[src/rtl/hc4e_run_ctrl_if.sv]
`timescale 1ns/1ps
`default_nettype none
// ============================================================================
//  Module   : hc4e_run_ctrl_if
//  Purpose  : Request/status bundle between the debug panel, the HC4e core
//             and the run-control sequencer.
//  Revision : 1.0 - initial release
// ============================================================================
interface hc4e_run_ctrl_if #(
    parameter int PC_WIDTH  = 8,
    parameter int CNT_WIDTH = 16
);
    // Requests and core observation fed into the sequencer
    logic                  run_req;
    logic                  halt_req;
    logic                  step_req;
    logic                  fast_mode;
    logic                  bp_enable;
    logic [PC_WIDTH-1:0]   bp_addr;
    logic [PC_WIDTH-1:0]   pc_in;

    // Clock and status produced by the sequencer
    logic                  cpu_clk;
    logic [1:0]            state;
    logic                  halted;
    logic                  bp_hit;
    logic                  step_done;
    logic [CNT_WIDTH-1:0]  cycle_count;

    // Panel / core side: issues requests, observes status
    modport master (
        output run_req, halt_req, step_req, fast_mode, bp_enable, bp_addr, pc_in,
        input  cpu_clk, state, halted, bp_hit, step_done, cycle_count
    );

    // Sequencer side
    modport slave (
        input  run_req, halt_req, step_req, fast_mode, bp_enable, bp_addr, pc_in,
        output cpu_clk, state, halted, bp_hit, step_done, cycle_count
    );
endinterface
`default_nettype wire

[src/rtl/hc4e_run_ctrl.sv]
`timescale 1ns/1ps
`default_nettype none
// ============================================================================
//  Module   : hc4e_run_ctrl
//  Purpose  : Run-control sequencer for the HC4e core. Derives cpu_clk from
//             the board clock through a prescaler and provides run, halt,
//             single-step and PC-match breakpoint control.
//  Revision : 1.0 - initial release
// ============================================================================
module hc4e_run_ctrl #(
    parameter int PRESCALE_DIV = 10_000_000,
    parameter int PC_WIDTH     = 8,
    parameter int CNT_WIDTH    = 16
) (
    input  wire logic          clock,
    input  wire logic          reset,
    hc4e_run_ctrl_if.slave     bus
);

    localparam int              c_PW      = (PRESCALE_DIV > 1) ? $clog2(PRESCALE_DIV) : 1;
    localparam logic [c_PW-1:0] c_TERM    = c_PW'(PRESCALE_DIV - 1);

    localparam logic [1:0]      c_ST_HALT = 2'd0;
    localparam logic [1:0]      c_ST_RUN  = 2'd1;
    localparam logic [1:0]      c_ST_STEP = 2'd2;

    logic [1:0]           r_state;
    logic [1:0]           w_state_nxt;
    logic [c_PW-1:0]      r_presc;
    logic                 r_cpu_clk;
    logic                 r_bp_hit;
    logic                 r_step_done;
    logic                 r_halt_pending;
    logic                 r_bp_skip;
    logic [CNT_WIDTH-1:0] r_cycle_count;

    logic                 w_cpu_clk_nxt;
    logic                 w_bp_hit_nxt;
    logic                 w_step_done_nxt;
    logic                 w_halt_pending_nxt;
    logic                 w_bp_skip_nxt;

    logic [PC_WIDTH-1:0]  w_pc;
    logic [PC_WIDTH-1:0]  w_bp_addr;
    logic                 w_tick;
    logic                 w_boundary;
    logic                 w_halt_now;
    logic                 w_bp_match;
    logic                 w_rise;

    assign w_pc      = bus.pc_in;
    assign w_bp_addr = bus.bp_addr;

    // A tick is the moment cpu_clk may change; never while halted, every
    // board clock in fast mode, otherwise on the prescaler terminal count.
    assign w_tick     = (r_state != c_ST_HALT) && (bus.fast_mode || (r_presc == c_TERM));

    // Cycle boundary in RUN: cpu_clk high and a tick is due.
    assign w_boundary = (r_state == c_ST_RUN) && w_tick && r_cpu_clk;
    assign w_halt_now = w_boundary && (r_halt_pending || bus.halt_req);
    assign w_bp_match = w_boundary && !w_halt_now && bus.bp_enable &&
                        !r_bp_skip && (w_pc == w_bp_addr);

    assign w_rise     = w_cpu_clk_nxt && !r_cpu_clk;

    // Prescaler: cleared while halted, in fast mode and on each tick.
    always_ff @(posedge clock or posedge reset) begin
        if (reset) begin
            r_presc <= '0;
        end else if ((r_state == c_ST_HALT) || bus.fast_mode || w_tick) begin
            r_presc <= '0;
        end else begin
            r_presc <= r_presc + 1'b1;
        end
    end

    // Sequencer state register.
    always_ff @(posedge clock or posedge reset) begin
        if (reset) begin
            r_state <= c_ST_HALT;
        end else begin
            r_state <= w_state_nxt;
        end
    end

    // Next-state decode: halts only ever happen with cpu_clk high.
    always_comb begin
        w_state_nxt = r_state;
        case (r_state)
            c_ST_HALT: begin
                if (bus.run_req) begin
                    w_state_nxt = c_ST_RUN;
                end else if (bus.step_req) begin
                    w_state_nxt = c_ST_STEP;
                end
            end
            c_ST_RUN: begin
                if (w_halt_now || w_bp_match) begin
                    w_state_nxt = c_ST_HALT;
                end
            end
            c_ST_STEP: begin
                if (w_tick && !r_cpu_clk) begin
                    w_state_nxt = c_ST_HALT;
                end
            end
            default: w_state_nxt = c_ST_HALT;
        endcase
    end

    // Output decode: next cpu_clk level, status pulses and sticky flags.
    always_comb begin
        w_cpu_clk_nxt      = r_cpu_clk;
        w_bp_hit_nxt       = 1'b0;
        w_step_done_nxt    = 1'b0;
        w_halt_pending_nxt = r_halt_pending;
        w_bp_skip_nxt      = r_bp_skip;
        case (r_state)
            c_ST_HALT: begin
                w_cpu_clk_nxt      = 1'b1;
                w_halt_pending_nxt = 1'b0;
                // Resuming from a breakpoint must execute the stopped PC once.
                if (bus.run_req) begin
                    w_bp_skip_nxt = 1'b1;
                end
            end
            c_ST_RUN: begin
                if (w_boundary) begin
                    if (w_halt_now) begin
                        w_halt_pending_nxt = 1'b0;
                    end else if (w_bp_match) begin
                        w_bp_hit_nxt = 1'b1;
                    end else begin
                        w_cpu_clk_nxt = 1'b0;
                        w_bp_skip_nxt = 1'b0;
                    end
                end else begin
                    // A halt arriving mid-cycle is remembered so the cycle
                    // is never cut short.
                    if (bus.halt_req) begin
                        w_halt_pending_nxt = 1'b1;
                    end
                    if (w_tick) begin
                        w_cpu_clk_nxt = 1'b1;
                    end
                end
            end
            c_ST_STEP: begin
                if (w_tick) begin
                    if (r_cpu_clk) begin
                        w_cpu_clk_nxt = 1'b0;
                    end else begin
                        w_cpu_clk_nxt   = 1'b1;
                        w_step_done_nxt = 1'b1;
                    end
                end
            end
            default: w_cpu_clk_nxt = 1'b1;
        endcase
    end

    // Registered outputs keep cpu_clk glitch-free; reset forces it high.
    always_ff @(posedge clock or posedge reset) begin
        if (reset) begin
            r_cpu_clk      <= 1'b1;
            r_bp_hit       <= 1'b0;
            r_step_done    <= 1'b0;
            r_halt_pending <= 1'b0;
            r_bp_skip      <= 1'b0;
        end else begin
            r_cpu_clk      <= w_cpu_clk_nxt;
            r_bp_hit       <= w_bp_hit_nxt;
            r_step_done    <= w_step_done_nxt;
            r_halt_pending <= w_halt_pending_nxt;
            r_bp_skip      <= w_bp_skip_nxt;
        end
    end

    // Retired-cycle counter: one count per cpu_clk rising edge, wrapping.
    always_ff @(posedge clock or posedge reset) begin
        if (reset) begin
            r_cycle_count <= '0;
        end else if (w_rise) begin
            r_cycle_count <= r_cycle_count + 1'b1;
        end
    end

    assign bus.cpu_clk     = r_cpu_clk;
    assign bus.state       = r_state;
    assign bus.halted      = (r_state == c_ST_HALT) && r_cpu_clk;
    assign bus.bp_hit      = r_bp_hit;
    assign bus.step_done   = r_step_done;
    assign bus.cycle_count = r_cycle_count;

endmodule
`default_nettype wire

[src/flat_wrapper.sv]
// flat-port wrapper written by rule: the top's interface ports become plain ports
module hc4e_run_ctrl_flat 
#(
    parameter int PRESCALE_DIV = 10_000_000,
    parameter int PC_WIDTH     = 8,
    parameter int CNT_WIDTH    = 16
)
  (clock, reset, bus_run_req, bus_halt_req, bus_step_req, bus_fast_mode, bus_bp_enable, bus_bp_addr, bus_pc_in, bus_cpu_clk, bus_state, bus_halted, bus_bp_hit, bus_step_done, bus_cycle_count);
  hc4e_run_ctrl_if #(.PC_WIDTH(PC_WIDTH), .CNT_WIDTH(CNT_WIDTH)) bus_i ();
  input  wire logic clock;
  input  wire logic reset;
  input wire logic [$bits(bus_i.run_req)-1:0] bus_run_req;
  input wire logic [$bits(bus_i.halt_req)-1:0] bus_halt_req;
  input wire logic [$bits(bus_i.step_req)-1:0] bus_step_req;
  input wire logic [$bits(bus_i.fast_mode)-1:0] bus_fast_mode;
  input wire logic [$bits(bus_i.bp_enable)-1:0] bus_bp_enable;
  input wire logic [$bits(bus_i.bp_addr)-1:0] bus_bp_addr;
  input wire logic [$bits(bus_i.pc_in)-1:0] bus_pc_in;
  output wire logic [$bits(bus_i.cpu_clk)-1:0] bus_cpu_clk;
  output wire logic [$bits(bus_i.state)-1:0] bus_state;
  output wire logic [$bits(bus_i.halted)-1:0] bus_halted;
  output wire logic [$bits(bus_i.bp_hit)-1:0] bus_bp_hit;
  output wire logic [$bits(bus_i.step_done)-1:0] bus_step_done;
  output wire logic [$bits(bus_i.cycle_count)-1:0] bus_cycle_count;
  assign bus_i.run_req = bus_run_req;
  assign bus_i.halt_req = bus_halt_req;
  assign bus_i.step_req = bus_step_req;
  assign bus_i.fast_mode = bus_fast_mode;
  assign bus_i.bp_enable = bus_bp_enable;
  assign bus_i.bp_addr = bus_bp_addr;
  assign bus_i.pc_in = bus_pc_in;
  assign bus_cpu_clk = bus_i.cpu_clk;
  assign bus_state = bus_i.state;
  assign bus_halted = bus_i.halted;
  assign bus_bp_hit = bus_i.bp_hit;
  assign bus_step_done = bus_i.step_done;
  assign bus_cycle_count = bus_i.cycle_count;
  hc4e_run_ctrl #(.PRESCALE_DIV(PRESCALE_DIV), .PC_WIDTH(PC_WIDTH), .CNT_WIDTH(CNT_WIDTH)) u_core (.clock(clock), .reset(reset), .bus(bus_i));
endmodule
[config.mk]
export PLATFORM = sky130hd
export DESIGN_NAME = hc4e_run_ctrl_flat
export DESIGN_NICKNAME = d
export VERILOG_FILES = /design/src/rtl/hc4e_run_ctrl_if.sv /design/src/rtl/hc4e_run_ctrl.sv /design/src/flat_wrapper.sv
export SDC_FILE = /design/constraint.sdc
export NUM_CORES = 1
export LEC_CHECK = 0
export ABC_CLOCK_PERIOD_IN_PS = 2620
export BUFFER_PORTS_ARGS = -buffer_cell sky130_fd_sc_hd__buf_2
export CORE_MARGIN = 4
export CORE_UTILIZATION = 50
export DETAILED_ROUTE_END_ITERATION = 16
export PLACE_DENSITY = 0.76
export SLEW_MARGIN = 20
export SYNTH_ARGS = -nofsm -noshare
export SYNTH_HDL_FRONTEND = slang
export SYNTH_SLANG_ARGS = --single-unit
[constraint.sdc]
create_clock -name clock -period 2.62 [get_ports clock]
set_input_delay 0.524 -clock clock [delete_from_list [all_inputs] [get_ports clock]]
set_output_delay 0.524 -clock clock [all_outputs]
set_load 0.005 [all_outputs]
==> results.md <==
- After the last flow step, the layout net total stands at 370.
- The total power draw is 2.273 mW.
- The critical path goes through nor4bb_4 > and3_4 > a31oi_4 > or2_4 > ha_4 > a21boi_2 > a2111o_1 > or3b_4 > nor2_4 > xor2_1.
- The floorplan die area is 6086 µm².
- The commonest non-fill, non-tap cell in the layout is dfrtp_1.
- After legalization and detailed placement, the total HPWL measured 4.095 mm.
- The capture point of the worst reg-to-reg path is u_core.bus.cycle_count[12]$_DFFE_PP0P_.
- The total clock buffers created by CTS is 5.
- The checks that failed: negative setup slack.
- The core area is 4723 µm².
- Counting flops and latches in the post-synthesis netlist gives 47.
- After layout, the worst path uses 107.9% of the clock period.
- The number of global-route vias before repair is 2041.
- A synthesized cell averages 9.964 µm².
- The number of nets handed over by synthesis was 276.
- For the pin with the worst max-slew slack, the measured transition is 360.2 ps.
- The number of endpoints failing setup at the final stage is 8.
- The number of nets with antenna violations after detailed routing is 0.
- The average wire per standard cell is 13.64 µm.
- The clock drives 47 sinks.
- Setup repair after global routing could not meet its margin everywhere.
- The number of ports placed on the die boundary is 45.
- The highest net fanout along the worst path is 3.
- In this run the clock root is driven by a clkbuf_8.
- The setup slack of the critical path after layout is -205.7 ps.
- The run finished, with violations left.
- The simple-gate share of the synthesized area is 24.04%.
- The number of max-slew violations in the final report is 0.
- The initial core utilization is 51.89%.
- The first-pass iteration count of the detailed router is 4.
- The netlist area before placement is 2451 µm².
- The library cell contributing the largest single delay on the critical path is or3b_4.
- Cells with a size suffix above 1 make up 36.07% of the layout.
- The relative contribution of the clock network to total power is 27.0%.
- The number of max-capacitance violations reported is 0.
- The internal cell power is 1.563 mW.
- The path category of the worst min-delay check is in -> async.
- The number of synthesis warnings is 0.
- The clock latency reported for the late side of the worst-skew pair is 290 ps.
- Summed over all nets, the switching power comes to 0.7103 mW.
- In this run, flip-flops and latches consume 39.7% of the power.
- At the worst endpoint, the required time is 2840 ps.
- The H-tree level count is 2.
- The register clock-pin slew on the reported worst setup and hold paths is 90 ps.
- The first global-routing pass estimated 9.411 mm of wire.
- The count of buffers from port buffering is 44.
- The longest clock path from root to sink contains 2 buffers.
- The peak ir drop on the vdd network is 476.8 µV.
- Combinational cells account for 33.3% of the total power.
- The antenna diode instance count is 0.
- The synthesized netlist devotes 5.207% of its cell area to compound gates.
- STA classifies the critical path startpoint as a flip-flop.
- The sequential element share of the synthesized area is 48.03%.
- In the routed layout, each cell is associated on average with a via count of 4.978.
- Of the total synthesized cell area, the portion taken by full adders, half adders and majority gates is 3.573%.
- The maximum number of pins on one net before global-route repair is 22.
- The switching power as a share of total power is 31.25%.
- From synthesis to final layout, the design area changed by 37.11%.
- In the global route stage, overall resource usage came out at 19.32%.
- The floorplan step set the die width to 78.02 µm.
- The minimum setup slack among reg-to-reg paths is -210 ps.
- The routed layout has 2031 vias.
- The library cells used most frequently in the layout, excluding fill and tap cells, are 46 x dfrtp_1, 44 x buf_2, 43 x buf_4.
- The maximum clock skew at final layout is 7.977 ps.
- The detailed router finished its first iteration with 85 violations.
- In the synthesized netlist the dominant register cell turns out to be dfrtp_1.
- The remaining max-slew budget at the tightest pin is 75.92%.
- The critical path is of the reg -> reg type.
- Measured in cells, the most critical reg-to-reg path has a length of 10.
- The fraction of synthesis flops using an asynchronous set or reset pin is 100.0%.
- The number of hold violations in the final report is 0.
- The reported leakage power is 1.542 nW.
- Fill cells in the final layout number 344.
- The total number of placement rows is 25.
- On the worst path, the slowest cell contributes a delay of 460 ps.
- Counting flops with a built-in enable in the synthesized netlist gives 0.
- The power per cell area is 676.4 nW/µm².
- The routed wire length is 5.565 mm.
- The chip height is 78.02 µm.
- TritonCTS built the clock tree.
- The post-synthesis cell count is 246.
- The highest clock frequency the design can meet is 353.9 MHz.
- The portion of synthesized area spent on multiplexers is 0.4594%.
- The distinct cell type count after synthesis is 37.
- The worst setup path is captured at a flip-flop.
- The worst setup timing slack at the placement stage is -157.0 ps.
- For the finished layout, the period the worst path requires is 2826 ps.
- The startpoint identified for the worst register-to-register timing path is u_core.r_presc[14]$_DFF_PP0_.
- Routability-driven placement finished with a final weighted congestion of 0.8059.
- The total congestion overflow after global routing is 0.
- In the routed design, unresolved DRC markers number 0.
- For the worst setup path, the data arrival time is 3040 ps.
- Summing the areas of all xor and xnor instances in the mapped netlist gives 16.08% of the synthesized area.
- The initial antenna violation count came to 0.
- The largest family of logic cells by synthesized area is simple AND/OR/NAND/NOR gates.
logic make-up (layout without fill, tap and decap cells):
kind of cell | after synthesis | after routing
buffers and inverters | 17 | 112
AO/OA/AOI/OAI | 18 | 18
AND/OR/NAND/NOR | 111 | 111
adder cells (fa/ha/maj) | 7 | 7
multiplexers | 1 | 1
flip-flops | 47 | 47
XOR/XNOR | 45 | 45
worst max-delay path, delay by kind of cell (launching register included):
| kind | cells | cell delay [ps] |
|---|---|---|
| xor+xnor | 1 | 140 |
| flops | 1 | 420 |
| fa+ha+maj | 1 | 260 |
| compound gates | 3 | 580 |
| simple gates | 5 | 1350 |
area by class of cell:
type	instances	area (µm²)	share of cell area (%)
Clock inverter	2	60.06	1.787
Clock buffer	6	72.57	2.159
Tap cell	67	83.83	2.494
Sequential cell	47	1177	35.03
Inverter	14	52.55	1.564
Timing Repair Buffer	90	576.8	17.16
Multi-Input combinational cell	182	1338	39.80
what timing repair did:
action,in CTS,in global routing
pin swaps,9,12
hold buffers,0,0
endpoints found under the setup margin,13,13
resized for setup,7,9
setup buffers,2,4
worst max path at each step:
stage | start | end | cells after the start
6_report | u_core.r_presc[14]$_DFF_PP0_ | u_core.bus.cycle_count[12]$_DFFE_PP0P_ | 10
3_3_place_gp | u_core.r_presc[14]$_DFF_PP0_ | u_core.bus.cycle_count[12]$_DFFE_PP0P_ | 10
2_1_floorplan | u_core.r_presc[11]$_DFF_PP0_ | u_core.bus.cycle_count[12]$_DFFE_PP0P_ | 10
3_5_place_dp | u_core.r_presc[11]$_DFF_PP0_ | u_core.bus.cycle_count[12]$_DFFE_PP0P_ | 10
4_1_cts | u_core.r_presc[13]$_DFF_PP0_ | u_core.bus.cycle_count[12]$_DFFE_PP0P_ | 10
5_1_grt | u_core.r_presc[14]$_DFF_PP0_ | u_core.bus.cycle_count[12]$_DFFE_PP0P_ | 10
flip-flops by register name, summed over array words and instances, names as in the netlist:
signal                  count
u_core.bus.step_done        1
u_core.r_bp_skip            1
u_core.r_presc             24
u_core.bus.cycle_count     16
u_core.r_halt_pending       1
u_core.bus.bp_hit           1
u_core.bus.cpu_clk          1
u_core.bus.state            2
Yosys cell counts (all sizes together), types with 2 or more instances:
cell type  number  area (µm²)
nand4           7       43.79
nand2          14       52.55
o21ai           5       25.02
and2            2       12.51
xor2           20       175.2
nand3          14       70.07
xnor2          25       219.0
nor2           32       122.6
nand2b          3       21.27
inv            14       52.55
ha              7       87.58
nor4b           3       26.28
and4            2       17.52
and2b           2       17.52
a31oi           2       12.51
nor4            6       37.54
clkbuf          3       11.26
dfrtp          46        1151
a21oi           4       20.02
or4             2       15.01
or2             5       31.28
nor3            6       30.03
and3           10       62.56
per-layer routing:
layer / part of all wire, % / vias up / global-route usage [%]
met1: 44 / 955 / 24.29
li1: - / 1027 / -
met5: 0 / - / 0
met3: 4.2 / 5 / 3.096
met2: 51 / 44 / 34.76
met4: 1.0 / 0 / 4.720
through the flow:
stage / setup TNS [ps] / cell area [µm²] / hold slack, ps / util [%] / cells
floorplan: -260.8 / 2501 / 457.7 / - / 246
global placement: -412.7 / 3102 / 458.6 / 65.67 / 395
detailed placement: -623.6 / 3102 / 477.5 / 65.67 / 395
CTS: -867.5 / 3294 / 151.9 / 69.75 / 405
global route: -1755 / 3361 / 158.4 / 71.15 / 408
finish: -836.3 / 3361 / 151.8 / 71.15 / 408
power by group through the flow:
stage	combinational (mW)	clock, mW	sequential, mW
global placement	0.645	0	0.901
detailed placement	0.671	0	0.908
finish	0.757	0.613	0.903
floorplan	0.383	0	0.903
CTS	0.727	0.625	0.900
global route	0.839	0.650	0.916
Note: power is estimated with default switching activity, not from simulation.
